$ cat config.mk
export PLATFORM = sky130hd
export DESIGN_NAME = fetch_0
export DESIGN_NICKNAME = d
export VERILOG_FILES = /design/src/rtl/fetch_0.sv
export SDC_FILE = /design/constraint.sdc
export NUM_CORES = 1
export LEC_CHECK = 0
export CAP_MARGIN = 5
export CORE_MARGIN = 2
export CORE_UTILIZATION = 25
export DETAILED_ROUTE_END_ITERATION = 10
export GPL_TIMING_DRIVEN = 0
export PLACE_DENSITY = 0.57
export SKIP_LAST_GASP = 1
export SYNTH_ARGS = -nofsm -noshare
export SYNTH_HDL_FRONTEND = slang
export SYNTH_SLANG_ARGS = --single-unit
$ cat constraint.sdc
create_clock -name clk -period 4.9 [get_ports clk]
set_input_delay 0.98 -clock clk [delete_from_list [all_inputs] [get_ports clk]]
set_output_delay 0.98 -clock clk [all_outputs]
set_load 0.05 [all_outputs]
$ cat src/rtl/fetch_0.sv
// fetch_0: fetch PC generation and instruction-memory request stage.
// Presents {valid, pc} to the second fetch stage and squashes wrong-path responses on redirect.
`default_nettype none

module fetch_0 #(
  parameter logic [31:0] RESET_PC = 32'h1ECEB000
) (
  input  logic        clk,
  input  logic        rst,
  input  logic        imem_stall,
  input  logic        imem_resp,
  input  logic        redirect_valid,
  input  logic [31:0] redirect_pc,
  output logic [31:0] imem_addr,
  output logic [3:0]  imem_rmask,
  output logic [32:0] fetch_1_reg
);

  localparam logic [1:0] ST_START  = 2'd0;
  localparam logic [1:0] ST_REQ    = 2'd1;
  localparam logic [1:0] ST_SQUASH = 2'd2;

  logic [1:0]  r_state;
  logic [31:0] r_pc;
  logic [31:0] r_target;

  logic [1:0]  w_state_nxt;
  logic [31:0] w_pc_nxt;
  logic [31:0] w_target_nxt;
  logic [31:0] w_redir_pc;
  logic [31:0] w_newest_target;
  logic        w_valid;

  assign w_redir_pc      = {redirect_pc[31:2], 2'b00};
  assign w_newest_target = redirect_valid ? w_redir_pc : r_target;

  always_ff @(posedge clk or negedge rst) begin
    if (!rst) begin
      r_state  <= ST_START;
      r_pc     <= RESET_PC;
      r_target <= RESET_PC;
    end else begin
      r_state  <= w_state_nxt;
      r_pc     <= w_pc_nxt;
      r_target <= w_target_nxt;
    end
  end

  always_comb begin
    w_state_nxt  = r_state;
    w_pc_nxt     = r_pc;
    w_target_nxt = r_target;
    case (r_state)
      ST_START: begin
        w_state_nxt = ST_REQ;
        if (redirect_valid) w_pc_nxt = w_redir_pc;
      end
      ST_REQ: begin
        if (redirect_valid && imem_resp) begin
          w_pc_nxt = w_redir_pc;
        end else if (redirect_valid) begin
          // The request already issued must complete before the new target is fetched.
          w_target_nxt = w_redir_pc;
          w_state_nxt  = ST_SQUASH;
        end else if (imem_resp && !imem_stall) begin
          w_pc_nxt = r_pc + 32'd4;
        end
      end
      ST_SQUASH: begin
        w_target_nxt = w_newest_target;
        if (imem_resp) begin
          w_pc_nxt    = w_newest_target;
          w_state_nxt = ST_REQ;
        end
      end
      default: w_state_nxt = ST_START;
    endcase
  end

  // Outputs depend only on state, pc and redirect_valid; imem_stall never reaches them.
  always_comb begin
    imem_rmask = 4'h0;
    w_valid    = 1'b0;
    case (r_state)
      ST_REQ: begin
        imem_rmask = 4'hF;
        w_valid    = !redirect_valid;
      end
      ST_SQUASH: imem_rmask = 4'hF;
      default: begin
        imem_rmask = 4'h0;
        w_valid    = 1'b0;
      end
    endcase
  end

  assign imem_addr   = r_pc;
  assign fetch_1_reg = {w_valid, r_pc};

endmodule

`default_nettype wire

==> results of run 1 <==
[layer usage]
metal,vias to the layer above,wire [µm]
met5,-,0
met4,0,401
met3,34,1310
met2,217,8170
met1,2289,7400
li1,2118,-
[kinds of logic after synthesis]
group,synth area share [%]
compound gates,23.3
simple gates,16.2
buf+inv,10.8
flops,36.2
mux,11.8
fa+ha+maj,1.35
xor+xnor,0.377
[worst reg2reg max path, stage by stage, from the launching register on]
cell and delay [ns]:
dfrtp_1 0.41, inv_1 0.09, ha_1 0.53, clkbuf_1 0.43
clkbuf_1 0.48, clkbuf_1 0.65, o21ai_0 0.21, a2bb2oi_1 0.19
[final timing paths]
path	slack [ns]	cells past startpoint	end
min reg2reg	0.48	2	r_target[15]
min in group asynchronous	0.75	1	r_target[20]
max	0.49	7	fetch_1_reg[32]
max in group asynchronous	3.55	1	imem_addr[6]
max reg2reg	1.83	7	imem_addr[7]
min	0.48	2	r_target[15]
[per-stage QoR]
step / std cells / utilization, %
floorplan: 512 / -
global placement: 844 / 33.0
detailed placement: 844 / 32.9
CTS: 860 / 34.5
global route: 860 / 34.5
finish: 860 / 34.5
[Yosys cell counts (6+ instances only)]
library cell,number
a221oi_1,8
clkbuf_1,16
a22o_1,7
inv_1,12
nand3_1,8
mux2i_1,11
nand4_1,13
and2_1,8
dfrtp_1,42
a31oi_1,9
buf_2,17
dfstp_2,24
nand2_1,38
and4_1,7
a221o_1,6
nor2_1,41
o21ai_0,41
a21oi_1,19
nor3_1,10
a22oi_1,7
buf_4,38
mux2_2,39
and3_1,7
[cell type report]
| class | instances | area share, % |
|---|---|---|
| buffer | 73 | 7.26 |
| clock buffer | 14 | 4.39 |
| clock inverter | 2 | 0.160 |
| inverter | 13 | 0.782 |
| multi-input combinational | 360 | 39.4 |
| sequential | 66 | 26.9 |
| tap | 229 | 4.59 |
| timing repair buffer | 103 | 16.5 |
[registers in the layout (all words and copies together), names as in the netlist]
signal / flops
r_state: 2
imem_addr: 32
r_target: 32
==> metrics.yaml, run 1 <==
status:
  status: "completed"
sta:
  rsz0062_at_grt: "false"
  finalCritPeriodShare_pct: 90.1
  fin_skew_ns: 0.00722
  max_freq_mhz: 227
  period_needed_ns: 4.41
  worstMarginPinSlew_ns: 1.02
  layout_setup_ws_ns: 0.486
  relSlewSlack_pct: 31.7
  hold_ws_ns: 0.481
  drv_slew: 0
  setup_violations: 0
  hold_viol_final: 0
  final.setup.tns_ns: 0
placement:
  gp_congestion: 0.886
  dp_hpwl_um: 12400
  pre_cts_slack_ns: 0.497
  port_buffers: 103
  dpl_cell_area_um2: 5960
grt:
  antenna_found_initial: 0
  use_met1_pct: 22.4
  busiest_layer: "met2"
  use_met2_pct: 28.4
  track_usage_pct: 17.4
  met3_usage_pct: 3.66
  grt_max_degree: 67
  grt_overflow: 0
  grt_pass1_vias: 4605
  grt_pass1_wl_um: 26400
cells_and_area:
  regArea_um2: 1680
  final_common_cell: "clkdlybuf4s50_1"
  fillers: 1825
  multi_input_area_um2: 2460
  antenna_cells: 0
  design_area_um2: 6240
  final_cell_mix: "102 x clkdlybuf4s50_1, 42 x dfrtp_1, 41 x nor2_1, 41 x o21ai_0"
  areaGrowthSynthToFinish_pct: 34.4
  fin_nets: 668
  drive_gt1_share_pct: 22.5
synthesis:
  synth-async-reset-ratio_pct: 100
  syn_inst: 512
  yosys_most_used_dff: "dfrtp_1"
  synth_top_area_share_pct: 22.6
  syn_area_per_cell_um2: 9.07
  ys_warn_count: 0
  ys_top_cells_by_area: "dfrtp_1 23%, dfstp_2 14%, mux2_2 9.5%, buf_4 6.1%, o21ai_0 4.4%"
  synth.distinct_cells: 66
  syn-num-nets: 554
  syn_area_um2: 4640
  yosysTopAreaCell: "dfrtp_1"
  ys_ff_latch: 66
  synth_edf_count: 0
  seq_area_frac_synth_pct: 36.2
setup_path:
  critPathBufInv: 6
  cpMaxStageDelayCell: "clkdlybuf4s50_1"
  cp.arrival_ns: 3.43
  crit_type: "in -> out"
  crit_top_cell: "buf_2"
  cp_slowest_stage_delay_ns: 0.69
  timing.rr.start: "r_state[1]"
  startpoint: "redirect_valid"
  setup.worst_path.end_class: "primary output"
  path_max_fanout: 10
  crit_chain: "clkdlybuf4s50_1 -> buf_2 -> buf_2 -> buf_2 -> nor2b_1 -> buf_4 -> clkdlybuf4s50_1"
  worst_setup_path_start_kind: "input pin"
  crit_required_ns: 3.92
  cp_top_family: "buffers and inverters"
clock_tree:
  cts_buffers: 9
  cts_tree: "done"
  clockBufferDepth: 2
  htreeDepth: 3
  cts.sinks: 66
  cts_resized: 0
  holdBufCountCts: 0
  root_buffer: "clkbuf_16"
  path_clk_slew_ns: 0.06
  post_cts_buffers: 0
  worst_skew_pair.late_latency_ns: 0.34
floorplanning:
  die_area_um2: 19700
  die-width_um: 140
  coreArea_um2: 18100
  io_pins: 106
  initial_core_util_pct: 25.7
  die_h_um: 140
  rows: 49
routing:
  drt-total-wl_um: 17300
  viasPerCell: 5.42
  drtAntennaViolNets: 0
  drc_errors: 0
  wl_per_cell_um: 20.1
  drtIter0Drc: 595
  vias: 4658
  drt_pass1_iterations: 6
min_path:
  hp-start: "r_target[15]"
  hold_class: "reg -> reg"
job:
  drv_cap: 0
Power of run 1 is not shown: default switching activity piles up to over one toggle a cycle in this logic, so the estimate is an artifact.
==> run 2: changes to the inputs <==
--- a/config.mk
+++ b/config.mk
@@ -10,7 +10,7 @@
 export CORE_UTILIZATION = 25
 export DETAILED_ROUTE_END_ITERATION = 10
 export GPL_TIMING_DRIVEN = 0
-export PLACE_DENSITY = 0.57
+export PLACE_DENSITY = 0.44
 export SKIP_LAST_GASP = 1
 export SYNTH_ARGS = -nofsm -noshare
 export SYNTH_HDL_FRONTEND = slang
==> run 2 against run 1 <==
Clock-buffer cell count unchanged. Register-to-register slack worse by 0.08 ns. Fmax grew 0.32%. Core utilization rose by 0.24 points. Sequential share of layout area fell by 0.18 points.
==> metrics.yaml, run 2 (synthesized netlist as in run 1, its figures left out) <==
clock_tree:
  root_buffer: "clkbuf_16"
  cts_resized: 0  # unchanged
  holdBufCountCts: 0  # unchanged
  cts_buffers: 9  # unchanged
  path_clk_slew_ns: 0.06  # about the same
  htreeDepth: 3  # unchanged
  clockBufferDepth: 2  # unchanged
  post_cts_buffers: 0  # unchanged
  worst_skew_pair.late_latency_ns: 0.34  # about the same
  cts_tree: "done"
  cts.sinks: 66  # unchanged
routing:
  vias: 4542  # -2.5%
  wl_per_cell_um: 20.1  # +0.21%
  drtIter0Drc: 337  # -43%
  viasPerCell: 5.28  # -2.6%
  drt-total-wl_um: 17300  # +0.33%
  drt_pass1_iterations: 5  # -1
  drc_errors: 0  # unchanged
  drtAntennaViolNets: 0  # unchanged
floorplanning:
  rows: 49  # unchanged
  io_pins: 106  # unchanged
  coreArea_um2: 18100  # unchanged
  initial_core_util_pct: 25.7  # unchanged
  die-width_um: 140  # unchanged
  die_h_um: 140  # unchanged
  die_area_um2: 19700  # unchanged
grt:
  grt_max_degree: 67  # unchanged
  grt_pass1_wl_um: 26000  # -1.5%
  grt_pass1_vias: 4296  # -6.7%
  grt_overflow: 0  # unchanged
  track_usage_pct: 17.5  # +0.13 points
  antenna_found_initial: 0  # unchanged
sta:
  finalCritPeriodShare_pct: 89.8  # -0.29 points
  max_freq_mhz: 227  # +0.32%
  fin_skew_ns: 0.00995  # +0.00273 ns
  drv_slew: 0  # unchanged
  relSlewSlack_pct: 35.2  # +3.5 points
  hold_viol_final: 0  # unchanged
  worstMarginPinSlew_ns: 0.963  # -0.0522 ns
  final.setup.tns_ns: 0  # unchanged
  setup_violations: 0  # unchanged
  period_needed_ns: 4.40  # -0.0140 ns
  rsz0062_at_grt: "false"
cells_and_area:
  fin_util_pct: 34.7  # +0.24 points
  fillers: 1845  # +1.1%
  multi_input_area_um2: 2460  # unchanged
  layout.cells.non_filler: 861  # +0.12%
  final_cell_mix: "102 x clkdlybuf4s50_1, 42 x dfrtp_1, 41 x nor2_1, 41 x o21ai_0"
  areaGrowthSynthToFinish_pct: 35.4
  final_common_cell: "clkdlybuf4s50_1"
  fin_nets: 669  # +0.15%
  antenna_cells: 0  # unchanged
  drive_gt1_share_pct: 22.5  # -0.036 points
  regArea_um2: 1680  # unchanged
placement:
  port_buffers: 103  # unchanged
  gp_congestion: 0.860  # -2.9%
  dp_cells: 845  # +0.12%
  dp_hpwl_um: 12300  # -1.3%
setup_path:
  setup.worst_path.end_class: "primary output"
  timing.rr.start: "r_state[1]"
  reg2reg_depth: 7  # unchanged
  reg2reg_to: "imem_addr[27]"
  startpoint: "redirect_valid"
  worst_setup_path_start_kind: "input pin"
  r2r_slack_ns: 1.75  # -0.08 ns
  cp.arrival_ns: 3.42  # about the same
  crit_type: "in -> out"
  worst_setup_path_endpoint: "fetch_1_reg[32]"
  crit_required_ns: 3.92  # about the same
  path_max_fanout: 10  # unchanged
job:
  drv_cap: 0  # unchanged
status:
  status: "completed"
min_path:
  hold_class: "reg -> reg"
  hold_path_depth: 2  # unchanged
==> run 2: routing by layer <==
layer | GRT usage, % | wire length, µm
met1 | 23.6 | 7890
met2 | 28.7 | 8100
met3 | 2.97 | 997
met4 | 5.53 | 347
met5 | 0 | 0
==> run 2: cell type report <==
cell class | count | share of cell area, %
Buffer | 73 | 7.21
Clock buffer | 14 | 4.20
Clock inverter | 2 | 0.557
Inverter | 13 | 0.776
Multi-Input combinational cell | 360 | 39.1
Sequential cell | 66 | 26.8
Tap cell | 229 | 4.56
Timing Repair Buffer | 104 | 16.8
==> run 2: per-stage QoR <==
| stage | hold slack [ns] | cell area, µm² | worst slack (ns) |
|---|---|---|---|
| 6_report | 0.484 | 6280 | 0.500 |
| 3_3_place_gp | 0.467 | 5960 | 0.387 |
| 2_1_floorplan | 0.449 | 4640 | 2.12 |
| 3_5_place_dp | 0.472 | 5990 | 0.501 |
| 5_1_grt | 0.511 | 6280 | 0.408 |
| 4_1_cts | 0.481 | 6280 | 0.494 |
==> run 2: worst min-delay path by stage <==
stage / startpoint / endpoint / slack [ns]
2_1_floorplan: r_target[8] / r_target[8] / 0.45
6_report: r_target[15] / r_target[15] / 0.48
5_1_grt: r_target[9] / r_target[9] / 0.51
3_3_place_gp: r_target[8] / r_target[8] / 0.47
4_1_cts: r_target[15] / r_target[15] / 0.48
3_5_place_dp: r_target[15] / r_target[15] / 0.47
==> run 2: critical path, cell delays in order <==
cell and delay, ns:
clkdlybuf4s50_1 0.51, buf_2 0.30, buf_2 0.35, buf_2 0.35, nor2b_1 0.09, buf_4 0.14
clkdlybuf4s50_1 0.68
Power of run 2 is left out for the same reason.
